**config.mk**
```make
export PLATFORM = sky130hd
export DESIGN_NAME = imem_loader
export DESIGN_NICKNAME = d
export VERILOG_FILES = /design/src/rtl/imem_loader.sv
export SDC_FILE = /design/constraint.sdc
export NUM_CORES = 1
export LEC_CHECK = 0
export CAP_MARGIN = 30
export CORE_UTILIZATION = 57
export CTS_CLUSTER_DIAMETER = 80
export DETAILED_ROUTE_END_ITERATION = 8
export GPL_TIMING_DRIVEN = 0
export HOLD_SLACK_MARGIN = 0.12
export PLACE_DENSITY = 0.79
export SLEW_MARGIN = 0
export SYNTH_ARGS = -nofsm -noshare
export SYNTH_HDL_FRONTEND = slang
export SYNTH_SLANG_ARGS = --single-unit
```
**constraint.sdc**
```tcl
create_clock -name clk -period 2.92 [get_ports clk]
set_clock_uncertainty 0.15 [all_clocks]
set_input_delay 0.876 -clock clk [delete_from_list [all_inputs] [get_ports clk]]
set_output_delay 0.876 -clock clk [all_outputs]
set_load 0.02 [all_outputs]
```
**src/rtl/imem_loader.sv**
```systemverilog
// Framed byte-stream loader for the 4 KiB instruction memory: decodes
// base/length header, writes data bytes one per cycle, checks XOR checksum.
module imem_loader #(
  parameter int ADDR_W = 12,
  parameter int CNT_W  = 16
) (
  input  logic              clk,
  input  logic              rst_n,
  input  logic              in_valid,
  input  logic [7:0]        in_data,
  output logic              in_ready,
  output logic              mem_we,
  output logic [ADDR_W-1:0] mem_addr,
  output logic [7:0]        mem_wdata,
  output logic              busy,
  output logic              done,
  output logic              err
);

  typedef enum logic [2:0] {IDLE, ADDR1, LEN0, LEN1, DATA, CSUM, DONE} state_t;

  state_t            state;
  logic [ADDR_W-1:0] ptr;
  logic [5:0]        a_lo;     // A0 bits [7:2]; bits [1:0] are forced to zero
  logic [7:0]        len_lo;
  logic [7:0]        csum;
  logic [CNT_W+1:0]  remain;   // remaining data bytes (4*N)
  logic              accept;
  logic [CNT_W-1:0]  len_full;

  assign accept   = in_valid & in_ready;
  assign len_full = CNT_W'({in_data, len_lo});

  always_ff @(posedge clk) begin
    if (!rst_n) begin
      state     <= IDLE;
      in_ready  <= 1'b0;
      mem_we    <= 1'b0;
      mem_addr  <= '0;
      mem_wdata <= '0;
      busy      <= 1'b0;
      done      <= 1'b0;
      err       <= 1'b0;
      ptr       <= '0;
      a_lo      <= '0;
      len_lo    <= '0;
      csum      <= '0;
      remain    <= '0;
    end else begin
      mem_we   <= 1'b0;
      done     <= 1'b0;
      in_ready <= 1'b1;
      case (state)
        IDLE: if (accept) begin
          a_lo  <= in_data[7:2];
          csum  <= '0;
          err   <= 1'b0;
          busy  <= 1'b1;
          state <= ADDR1;
        end
        ADDR1: if (accept) begin
          ptr   <= ADDR_W'({in_data, a_lo, 2'b00});
          state <= LEN0;
        end
        LEN0: if (accept) begin
          len_lo <= in_data;
          state  <= LEN1;
        end
        LEN1: if (accept) begin
          remain <= {len_full, 2'b00};
          state  <= (len_full == '0) ? CSUM : DATA;
        end
        DATA: if (accept) begin
          mem_we    <= 1'b1;
          mem_addr  <= ptr;
          mem_wdata <= in_data;
          ptr       <= ptr + 1'b1;
          csum      <= csum ^ in_data;
          remain    <= remain - 1'b1;
          if (remain == (CNT_W+2)'(1)) state <= CSUM;
        end
        CSUM: if (accept) begin
          err      <= (in_data != csum);
          done     <= 1'b1;
          in_ready <= 1'b0;
          state    <= DONE;
        end
        DONE: begin
          busy  <= 1'b0;
          state <= IDLE;
        end
        default: state <= IDLE;
      endcase
    end
  end

endmodule

```
## After elaboration in Yosys (flattened, before gate mapping)

Index checks and enable logic that the tools add are counted.

| word-level totals | value |
|---|---|
| bits in registers | 80 |
| input bits | 11 |
| output and inout port bits | 25 |
| word-level logic and storage cells | 76 |

| operators by class | value |
|---|---|
| $add $sub $neg | 2 |
| eq/ne operators | 15 |
| mux-type cells | 26 |
| bitwise operators | 2 |
| reductions and logical operators | 18 |

Operators by type and width:

| kind | count |
|---|---|
| 18-bit 2-to-1 mux | 2 |
| 18-bit case mux with 2 select lines | 1 |
| 12-bit 2-to-1 mux | 2 |
| 12-bit case mux with 2 select lines | 1 |
| 3-bit 2-to-1 mux | 7 |
| 18-bit by 1-bit equality test with 1-bit output (second input constant) | 1 |
| 3-bit case mux with 6 select lines | 1 |
| 18-bit by 1-bit subtractor with 18-bit output (second input constant) | 1 |
| 16-bit zero test | 1 |
| 8-bit 2-to-1 mux | 2 |
| 8-bit case mux with 2 select lines | 1 |
| 2-bit != test (second input constant) | 7 |
| 12-bit by 1-bit adder with 12-bit output (second input constant) | 1 |
| 2-bit AND reduction | 6 |
| 3-bit AND reduction | 4 |
| 2-bit nonzero test | 5 |
| 3-bit equality test (second input constant) | 3 |
| 8-bit != test | 1 |
| 8-bit bitwise XOR | 1 |
| 1-bit 2-to-1 mux | 7 |
| 7-bit AND reduction | 1 |
| 3-bit by 2-bit equality test with 1-bit output (second input constant) | 2 |
| 1-bit case mux with 2 select lines | 2 |
| 3-bit by 1-bit equality test with 1-bit output (second input constant) | 1 |
| other kinds (2) | 2 |

## Depth between registers and ports, before layout

Gate-level depths: netlist of the first run.

| logic depth | value |
|---|---|
| word-level depth | 4 |
| mapped depth | 8 |
| mapped depth without buffers | 7 |

## Worst setup path after synthesis of the first run

OpenSTA, ideal clock, no wires.

| timing | value |
|---|---|
| path kind | input to register |
| start point | input port in_valid |
| end point | register mem_wdata[0] |
| setup time | 70 ps |
| data arrival time | 2,124 ps |
| data required time | 2,700 ps |
| slack | 576 ps |
| cell stages on the path | 8 |
| buffers on the path | 3 |
| path through | and3b_1 clkbuf_1 nand2b_1 clkbuf_1 nor2_1 clkbuf_1 nand2_1 a21oi_1 |

| between the ends | value |
|---|---|
| cells in the longest elaborated chain, start to end | 2 |

Ends and longest elaborated chain:

| element | line | source |
|---|---|---|
| from (decl) | 9 | `input logic in_valid,` |
| 1-bit AND | 31 | `assign accept = in_valid & in_ready;` |
| 2-bit AND reduction (no source line) | - |  |
| to (signal assigned) | 76 | `mem_wdata <= in_data;` |
| to (decl) | 14 | `output logic [7:0] mem_wdata,` |

No other way between the ends.
A chain may end at the register's enable or synchronous reset.

## Final worst setup path of the first run

| timing | value |
|---|---|
| start point | input port in_valid |
| end point | register mem_addr[1] |

| between the ends | value |
|---|---|
| cells in the longest elaborated chain, start to end | 2 |

Ends and longest elaborated chain:

| element | line | source |
|---|---|---|
| 1-bit AND | 31 |  |
| 2-bit AND reduction (no source line) | - |  |
| to (signal assigned) | 75 | `mem_addr <= ptr;` |
| to (decl) | 13 | `output logic [ADDR_W-1:0] mem_addr,` |

No other way between the ends.

==> results of run 1 <==
## power breakdown
group          switching (uW)  total, uW  internal (uW)
clock network             415        802            387
logic                    97.9        142           44.2
registers                11.8       1110           1100
total                     525       2060           1530
## cell usage after synthesis, types with 2 or more instances
cell type | number | share of area [%]
a211oi_1 | 5 | 0.96
a21oi_1 | 66 | 8.4
a22oi_1 | 5 | 0.96
a2bb2oi_1 | 2 | 0.45
a31oi_1 | 5 | 0.80
a32o_1 | 2 | 0.51
and2_1 | 7 | 1.1
and3_1 | 3 | 0.48
buf_2 | 6 | 0.76
clkbuf_1 | 34 | 3.2
clkbuf_2 | 3 | 0.38
dfxtp_1 | 80 | 41
ha_1 | 3 | 0.96
inv_1 | 4 | 0.38
nand2_1 | 91 | 8.7
nand2b_1 | 3 | 0.48
nand3_1 | 20 | 2.5
nand4_1 | 5 | 0.80
nor2_1 | 36 | 3.4
nor2b_1 | 9 | 1.4
nor3_1 | 12 | 1.5
nor3b_1 | 11 | 2.1
nor4_1 | 14 | 2.2
o211ai_1 | 3 | 0.57
o21a_1 | 2 | 0.38
o21ai_0 | 26 | 3.3
o21ai_1 | 20 | 2.5
o22ai_1 | 3 | 0.48
o31ai_1 | 2 | 0.38
o41ai_1 | 2 | 0.45
or2_1 | 2 | 0.32
or3_1 | 4 | 0.64
or4_4 | 2 | 0.57
xor2_1 | 9 | 2.0
## path summary, 6_finish.rpt
check | end | slack (ns) | depth (start not counted)
worst max-delay path | mem_addr[1]$_SDFFE_PN0P_ | 0.22 | 8
worst min-delay path | mem_addr[9]$_SDFFE_PN0P_ | 0.30 | 2
worst max register to register | remain[4]$_SDFFE_PN0P_ | 0.55 | 7
worst min register to register | mem_addr[9]$_SDFFE_PN0P_ | 0.30 | 2
## per-layer routing
metal  share of wire (%)  vias up
li1                    -     1919
met3                 7.9       39
met4                 3.6        0
met2                  45      213
met1                  44     1887
met5                   0        -
## area by class of cell
class | instances | area, sq um
multi-input combinational | 394 | 2130
fill | 552 | 2010
clock inverter | 5 | 58.8
timing repair buffer | 27 | 270
clock buffer | 9 | 124
tap | 77 | 96.3
sequential | 80 | 1600
inverter | 4 | 15.0
buffer | 43 | 186
## flip-flops by register name, indices dropped and copies added, names as in the netlist, 3 cells and up
| name | count |
|---|---|
| csum | 8 |
| mem_wdata | 8 |
| mem_addr | 12 |
| ptr | 12 |
| remain | 18 |
| state | 3 |
| a_lo | 6 |
| len_lo | 8 |
## through the flow
| step | worst slack, ns | std cells | total power, uW |
|---|---|---|---|
| 3_3_place_gp | -0.379 | 626 | 1270 |
| 2_1_floorplan | 0.576 | 522 | 1230 |
| 6_report | 0.216 | 639 | 2060 |
| 3_5_place_dp | -0.531 | 626 | 1280 |
| 4_1_cts | 0.0330 | 640 | 2050 |
| 5_1_grt | 0.0862 | 639 | 2120 |
## kinds of logic (layout without fill, tap and decap cells)
| kind of cell | Yosys count | in the layout |
|---|---|---|
| and+or+nand+nor | 227 | 227 |
| AOI/OAI and AO/OA | 155 | 155 |
| DFF | 80 | 80 |
| buffers and inverters | 48 | 88 |
| xor gates and xnor gates | 9 | 9 |
| adders and majority gates | 3 | 3 |
## critical path, cell delays in order
cell	delay, ns
clkdlybuf4s50_1	0.47
and3b_2	0.32
nand2b_1	0.09
clkbuf_1	0.29
or2_1	0.28
clkbuf_2	0.27
nand2_1	0.08
a21oi_1	0.15
## repair_timing
item / 4_1_cts / 5_1_grt
resized for setup: 6 / 3
gates cloned: 0 / 0
endpoints found under the hold margin: 0 / 0
setup endpoints to repair: 26 / 33
==> out/results.tsv, run 1 <==
metric	value	unit
outcome	complete, no violations	
pwr_density_cell	459	nW/um^2
drtAntennaViolNets	0	
first_iter_violations	500	
worst-path-max-fanout	10	
hpwl	7.85	mm
startpoint	in_valid	
synth-adder-area-share	0.956	%
max_slew_margin	58.0	%
hold_class	flop to flop	
yosys.area_share.simple	28.1	%
die-area	7230	sq um
finalCoreUtilization	69.1	%
io_buffer_count	27	
place_congestion	0.895	
area_growth	14.2	%
dieWidth	85.0	um
synth_compound_area_share	23.1	%
drive_gt1_share	6.58	%
grt_overflow	0	
drtPass1Iterations	5	
synth-seq-cells	80	
cts_buffers	9	
fin_nets	573	
cts_buffer_depth	2	
finalHoldWorstSlack	0.305	ns
grt_use_met3	5.16	%
hold_viol	0	
rsz0062_at_grt	false	
final_common_cell	nand2_1	
synth_top_family_by_area	simple AND/OR/NAND/NOR gates	
viasPerCell	6.35	
tns	0	ns
synth_flop_cell	dfxtp_1	
post_cts_buffers	0	
p_leak	0.00153	uW
die_y	85.0	um
diodes	0	
fin_area	4490	sq um
avgSynthCellArea	7.52	sq um
initial_utilization	60.5	%
async_flop_share	0	%
grt_pass1_wl	18.2	mm
mappedNetlistArea	3930	sq um
fmax	370	MHz
top_usage_layer	met2	
fin_crit_sh	92.6	%
core	6490	sq um
clk_latency	0.36	ns
hold_buffers	0	
seq_area_frac_synth	40.8	%
critPathCaptureType	flop	
synthXorXnorAreaFrac	2.01	%
setup_viol	0	
cts_tree	yes	
worst_slew_pin_slew	0.626	ns
met1_usage	43.9	%
synth-warning-count	0	
layout_common_cells	nand2_1, dfxtp_1, a21oi_1	
drv_cap	0	
synth_nets	536	
synth.distinct_cells	55	
slew_viol_final	0	
worstPathArrival	2.83	ns
vias	4058	
crit_type	input pin to flop	
syn-instance-count	522	
cts_max_level	3	
grt.met2_usage	50.2	%
timing.rr.start	state[0]$_SDFFE_PN0P_	
clkTransAtPathRegs	0.08	ns
grt_max_degree	14	
drc	0	
hp-start	mem_addr[9]$_SDFFE_PN0P_	
grt_usage	32.5	%
dpl-instance-area	4290	sq um
routedWlPerCell	17.6	um
antenna_found_initial	0	
ios	36	
yosys-mux-area-fraction	0	%
cts.sinks	80	
cp-start-kind	input pin	
required	3.05	ns
fin_crit	2.70	ns
ir_worst_vdd	0.271	mV
clockRootBuffer	clkbuf_8	
routed_wl	11.2	mm
synth_edf_count	0	
rows	29	
grt_pass1_vias	3746	
Note: power is estimated with default switching activity, not from simulation.
==> inputs of run 2 (changes only) <==
RECOVER_POWER = 25   (was not set)
==> run 2 against run 1 <==
Compared with the run above: sequential share of layout area is essentially flat; sequential power is essentially flat; wire length is essentially flat; worst setup slack gained 0.0023 ns; hold slack lost 0.0032 ns; global-route usage is the same; power shrank 0.22%; flip-flop and latch count is the same; clock power shrank 0.5%; count of clock-buffer cells in the layout is the same; critical path depth is the same; non-clock buffer count is the same; critical endpoint unchanged; largest cell class unchanged.
==> out/results.tsv, run 2 (same netlist as run 1, synthesis figures left out) <==
metric	value	unit
die_y	85.0	um
clkTransAtPathRegs	0.08	ns
first_iter_violations	473	
cp_slowest_cell	clkdlybuf4s50_1	
regMostFlops	remain	
post_cts_buffers	0	
p_int	1530	uW
clkPwrFrac	38.8	%
largest_reg_flops	18	
clk_latency	0.35	ns
cts_max_level	3	
initial_utilization	60.5	%
crit_path_max_incr_delay	0.47	ns
grt_usage	32.5	%
p_leak	0.00161	uW
ir_worst_vdd	0.271	mV
drtAntennaViolNets	0	
dieWidth	85.0	um
required	3.05	ns
place_congestion	0.895	
p_sw	521	uW
grt_overflow	0	
timing.rr.start	state[0]$_SDFFE_PN0P_	
rsz0062_at_grt	false	
vias	4069	
viasPerCell	6.37	
setup_viol	0	
critPathCaptureType	flop	
cts.sinks	80	
fin_nets	573	
layout_common_cells	nand2_1, dfxtp_1, a21oi_1	
p_seq_share	54.2	%
finalPower	2050	uW
max_slew_margin	57.6	%
fin_area	4480	sq um
fin_ws	0.218	ns
routedWlPerCell	17.6	um
cts_buffer_depth	2	
final_common_cell	nand2_1	
fin_crit_sh	92.5	%
cts_buffers	9	
io_buffer_count	27	
antenna_found_initial	0	
area_growth	14.2	%
worst_slew_pin_slew	0.631	ns
hp-start	mem_addr[9]$_SDFFE_PN0P_	
drv_cap	0	
fmax	370	MHz
startpoint	in_valid	
path_buf_inv	3	
comb_power_share	6.9	%
grt_pass1_vias	3746	
rows	29	
outcome	complete, no violations	
core	6490	sq um
cts_tree	yes	
fin_crit	2.70	ns
hpwl	7.85	mm
crit_type	input pin to flop	
dpl-instance-area	4290	sq um
hold_viol	0	
switching_share	25.3	%
drc	0	
clockRootBuffer	clkbuf_8	
largestRegisters	remain (18), mem_addr (12), ptr (12)	
drive_gt1_share	6.41	%
diodes	0	
pwr_density_cell	458	nW/um^2
critPathTopFamily	buffers and inverters	
die-area	7230	sq um
hold_class	flop to flop	
grt_max_degree	14	
grt_pass1_wl	18.2	mm
slew_viol_final	0	
dp_worst_setup_slack	-0.531	ns
routed_wl	11.2	mm
ios	36	
drtPass1Iterations	5	
worstPathArrival	2.83	ns
path_cells	clkdlybuf4s50_1 > and3b_2 > nand2b_1 > clkbuf_1 > or2_1 > clkbuf_2 > nand2_1 > a21oi_1	
cp-start-kind	input pin	
worst-path-max-fanout	10	
run 2: path summary, 6_finish.rpt:
path	to	cells past startpoint	slack (ns)
min reg2reg	mem_addr[9]$_SDFFE_PN0P_	2	0.30
max reg2reg	remain[4]$_SDFFE_PN0P_	7	0.54
max	mem_addr[1]$_SDFFE_PN0P_	8	0.22
min	mem_addr[9]$_SDFFE_PN0P_	2	0.30
run 2: worst register-to-register path, cell delays in order, from the launching register on:
cell and delay, ns:
dfxtp_1 0.41, clkbuf_1 0.38, nand3b_1 0.15, a21oi_1 0.47
buf_2 0.33, o21ai_0 0.12, a21oi_1 0.17, nor2_1 0.06
run 2: stage by stage:
step                TNS [ns]  instances  hold WS [ns]  utilization [%]
detailed placement    -15.47        626         0.296             66.1
CTS                        0        640         0.306             69.1
floorplan                  0        522         0.291                -
finish                     0        639         0.301             69.0
global placement      -10.34        626         0.292             66.1
global route               0        639         0.320             69.0
run 2: power groups by stage:
stage	registers [uW]	logic [uW]	clock network (uW)
after floorplan	1140	89.7	0
after global placement	1140	135	0
after detailed placement	1140	138	0
after CTS	1110	140	800
after global routing	1120	154	847
final	1110	142	798
run 2: cell type report:
cell class / count / area [sq um]
inverter: 4 / 15.0
clock buffer: 9 / 124
timing repair buffer: 27 / 270
tap: 77 / 96.3
fill: 553 / 2010
clock inverter: 5 / 58.8
buffer: 43 / 185
sequential: 80 / 1600
multi-input combinational: 394 / 2130
run 2: repair_timing:
item,4_1_cts,5_1_grt
endpoints found under the setup margin,26,33
hold buffers,0,0
hold endpoints to repair,0,0
gates resized for setup,6,3
run 2: routing by layer:
| layer | vias up | part of all wire, % | global-route usage, % |
|---|---|---|---|
| li1 | 1920 | - | - |
| met5 | - | 0 | 0 |
| met4 | 0 | 3.6 | 17.1 |
| met1 | 1881 | 44 | 43.9 |
| met2 | 226 | 44 | 50.2 |
| met3 | 42 | 8.1 | 5.16 |
==> inputs of run 3 (changes only) <==
CORE_MARGIN = 1.5   (was not set)
HOLD_SLACK_MARGIN = not set   (was 0.12)
==> run 3 against run 2 <==
Compared with the run above: register-to-register slack got worse by 0.07 ns; via count shrank 0.49%; count of clock-buffer cells in the layout unchanged.
==> out/results.tsv, run 3 (same netlist as run 1, synthesis figures left out) <==
metric	value	unit
fin_crit	2.70	ns
rsz0062_at_grt	false	
cp-start-kind	input pin	
cp_slowest_cell	clkdlybuf4s50_1	
pwr_density_cell	493	nW/um^2
cts_tree	yes	
drtPass1Iterations	7	
final_common_cell	nand2_1	
timing.rr.start	state[1]$_SDFFE_PN0P_	
diodes	0	
hpwl	7.65	mm
io_buffer_count	27	
regMostFlops	remain	
grt_max_degree	14	
drtAntennaViolNets	0	
ios	36	
critPathCaptureType	flop	
grt_usage	31.6	%
clkTransAtPathRegs	0.08	ns
crit_path_end	mem_wdata[0]$_SDFFE_PN0P_	
layout_common_cells	nand2_1, dfxtp_1, a21oi_1	
core	6720	sq um
p_leak	0.00164	uW
antenna_found_initial	0	
fin_nets	573	
worstPathArrival	2.84	ns
die_y	86.0	um
worst_slew_pin_slew	0.630	ns
fin_ws	0.223	ns
largestRegisters	remain (18), mem_addr (12), ptr (12)	
crit_path_max_incr_delay	0.52	ns
viasPerCell	6.30	
die-area	7400	sq um
startpoint	in_valid	
max_slew_margin	57.7	%
finalHoldWorstSlack	0.301	ns
clockRootBuffer	clkbuf_8	
outcome	complete, no violations	
drc	0	
cts_max_level	3	
ir_worst_vdd	0.319	mV
ff2ff_path_depth	7	
dieWidth	86.0	um
worst-path-max-fanout	10	
drive_gt1_share	6.22	%
largest_reg_flops	18	
path_cells	clkdlybuf4s50_1 > and3b_1 > nand2b_1 > clkbuf_1 > nor2_2 > clkbuf_2 > nand2_1 > a21oi_1	
cts_buffer_depth	2	
vias	4049	
hold_buffers	0	
cts.sinks	80	
fin_area	4540	sq um
rows	30	
reg2reg_to	remain[14]$_SDFFE_PN0P_	
slew_viol_final	0	
rrSetupSlack	0.47	ns
dpl-instance-area	4300	sq um
hold_class	flop to flop	
initial_utilization	58.5	%
dp_worst_setup_slack	-0.514	ns
setup_viol	0	
cts_buffers	9	
place_congestion	1.02	
grt_pass1_vias	3577	
drv_cap	0	
grt_overflow	0	
area_growth	15.5	%
clk_latency	0.36	ns
routedWlPerCell	17.4	um
finalCoreUtilization	67.5	%
crit_type	input pin to flop	
hold_viol	0	
first_iter_violations	481	
fin_crit_sh	92.4	%
fmax	371	MHz
routed_wl	11.2	mm
grt_pass1_wl	18.1	mm
required	3.06	ns
## run 3: cell types whose count changed in the layout (fill, tap and decap cells not counted), sizes merged
cell,delta
clkinvlp,-2
bufinv,+2
clkinv,+2
dlygate4sd3,+2
clkdlybuf4s50,-2
inv,-1
## run 3: repair_timing
| item | in CTS | in global routing |
|---|---|---|
| setup endpoints to repair | 20 | 33 |
| resized for setup | 1 | 9 |
| setup buffers | 0 | 0 |
## run 3: how the worst min path moves through the flow
stage / from / end / cells after the start
finish: mem_addr[6]$_SDFFE_PN0P_ / mem_addr[6]$_SDFFE_PN0P_ / 2
global route: mem_addr[5]$_SDFFE_PN0P_ / mem_addr[5]$_SDFFE_PN0P_ / 2
CTS: mem_addr[6]$_SDFFE_PN0P_ / mem_addr[6]$_SDFFE_PN0P_ / 2
detailed placement: mem_addr[6]$_SDFFE_PN0P_ / mem_addr[6]$_SDFFE_PN0P_ / 2
global placement: mem_addr[6]$_SDFFE_PN0P_ / mem_addr[6]$_SDFFE_PN0P_ / 2
floorplan: ptr[9]$_SDFFE_PN0P_ / mem_addr[9]$_SDFFE_PN0P_ / 2
## run 3: stage by stage
| step | total power (uW) | TNS [ns] | std cells |
|---|---|---|---|
| floorplan | 1230 | 0 | 522 |
| global placement | 1270 | -10.08 | 629 |
| detailed placement | 1270 | -12.55 | 629 |
| CTS | 2230 | 0 | 644 |
| global route | 2290 | 0 | 643 |
| finish | 2240 | 0 | 643 |
## run 3: critical path, delay by kind of cell
family                 cells  cell delay, ns
AO/OA/AOI/OAI              1            0.14
AND/OR/NAND/NOR            4            0.81
buffers and inverters      3            0.99
## run 3: power by group
group | internal, uW | switching (uW)
sequential | 1100 | 10.8
clock | 562 | 421
combinational | 43.2 | 97.7
total | 1710 | 529
## run 3: cell type report
cell class                 count  area, sq um
inverter                       4         15.0
sequential                    80         1600
multi-input combinational    394         2130
clock buffer                   9          124
fill                         600         2180
clock inverter                 6          109
timing repair buffer          27          270
tap                           80          100
buffer                        43          184
## run 3: per-layer routing
metal,global-route usage [%],part of all wire [%]
met1,43.4,43
met2,48.9,45
met3,5.39,9.6
met4,13.9,2.8
met5,0,0
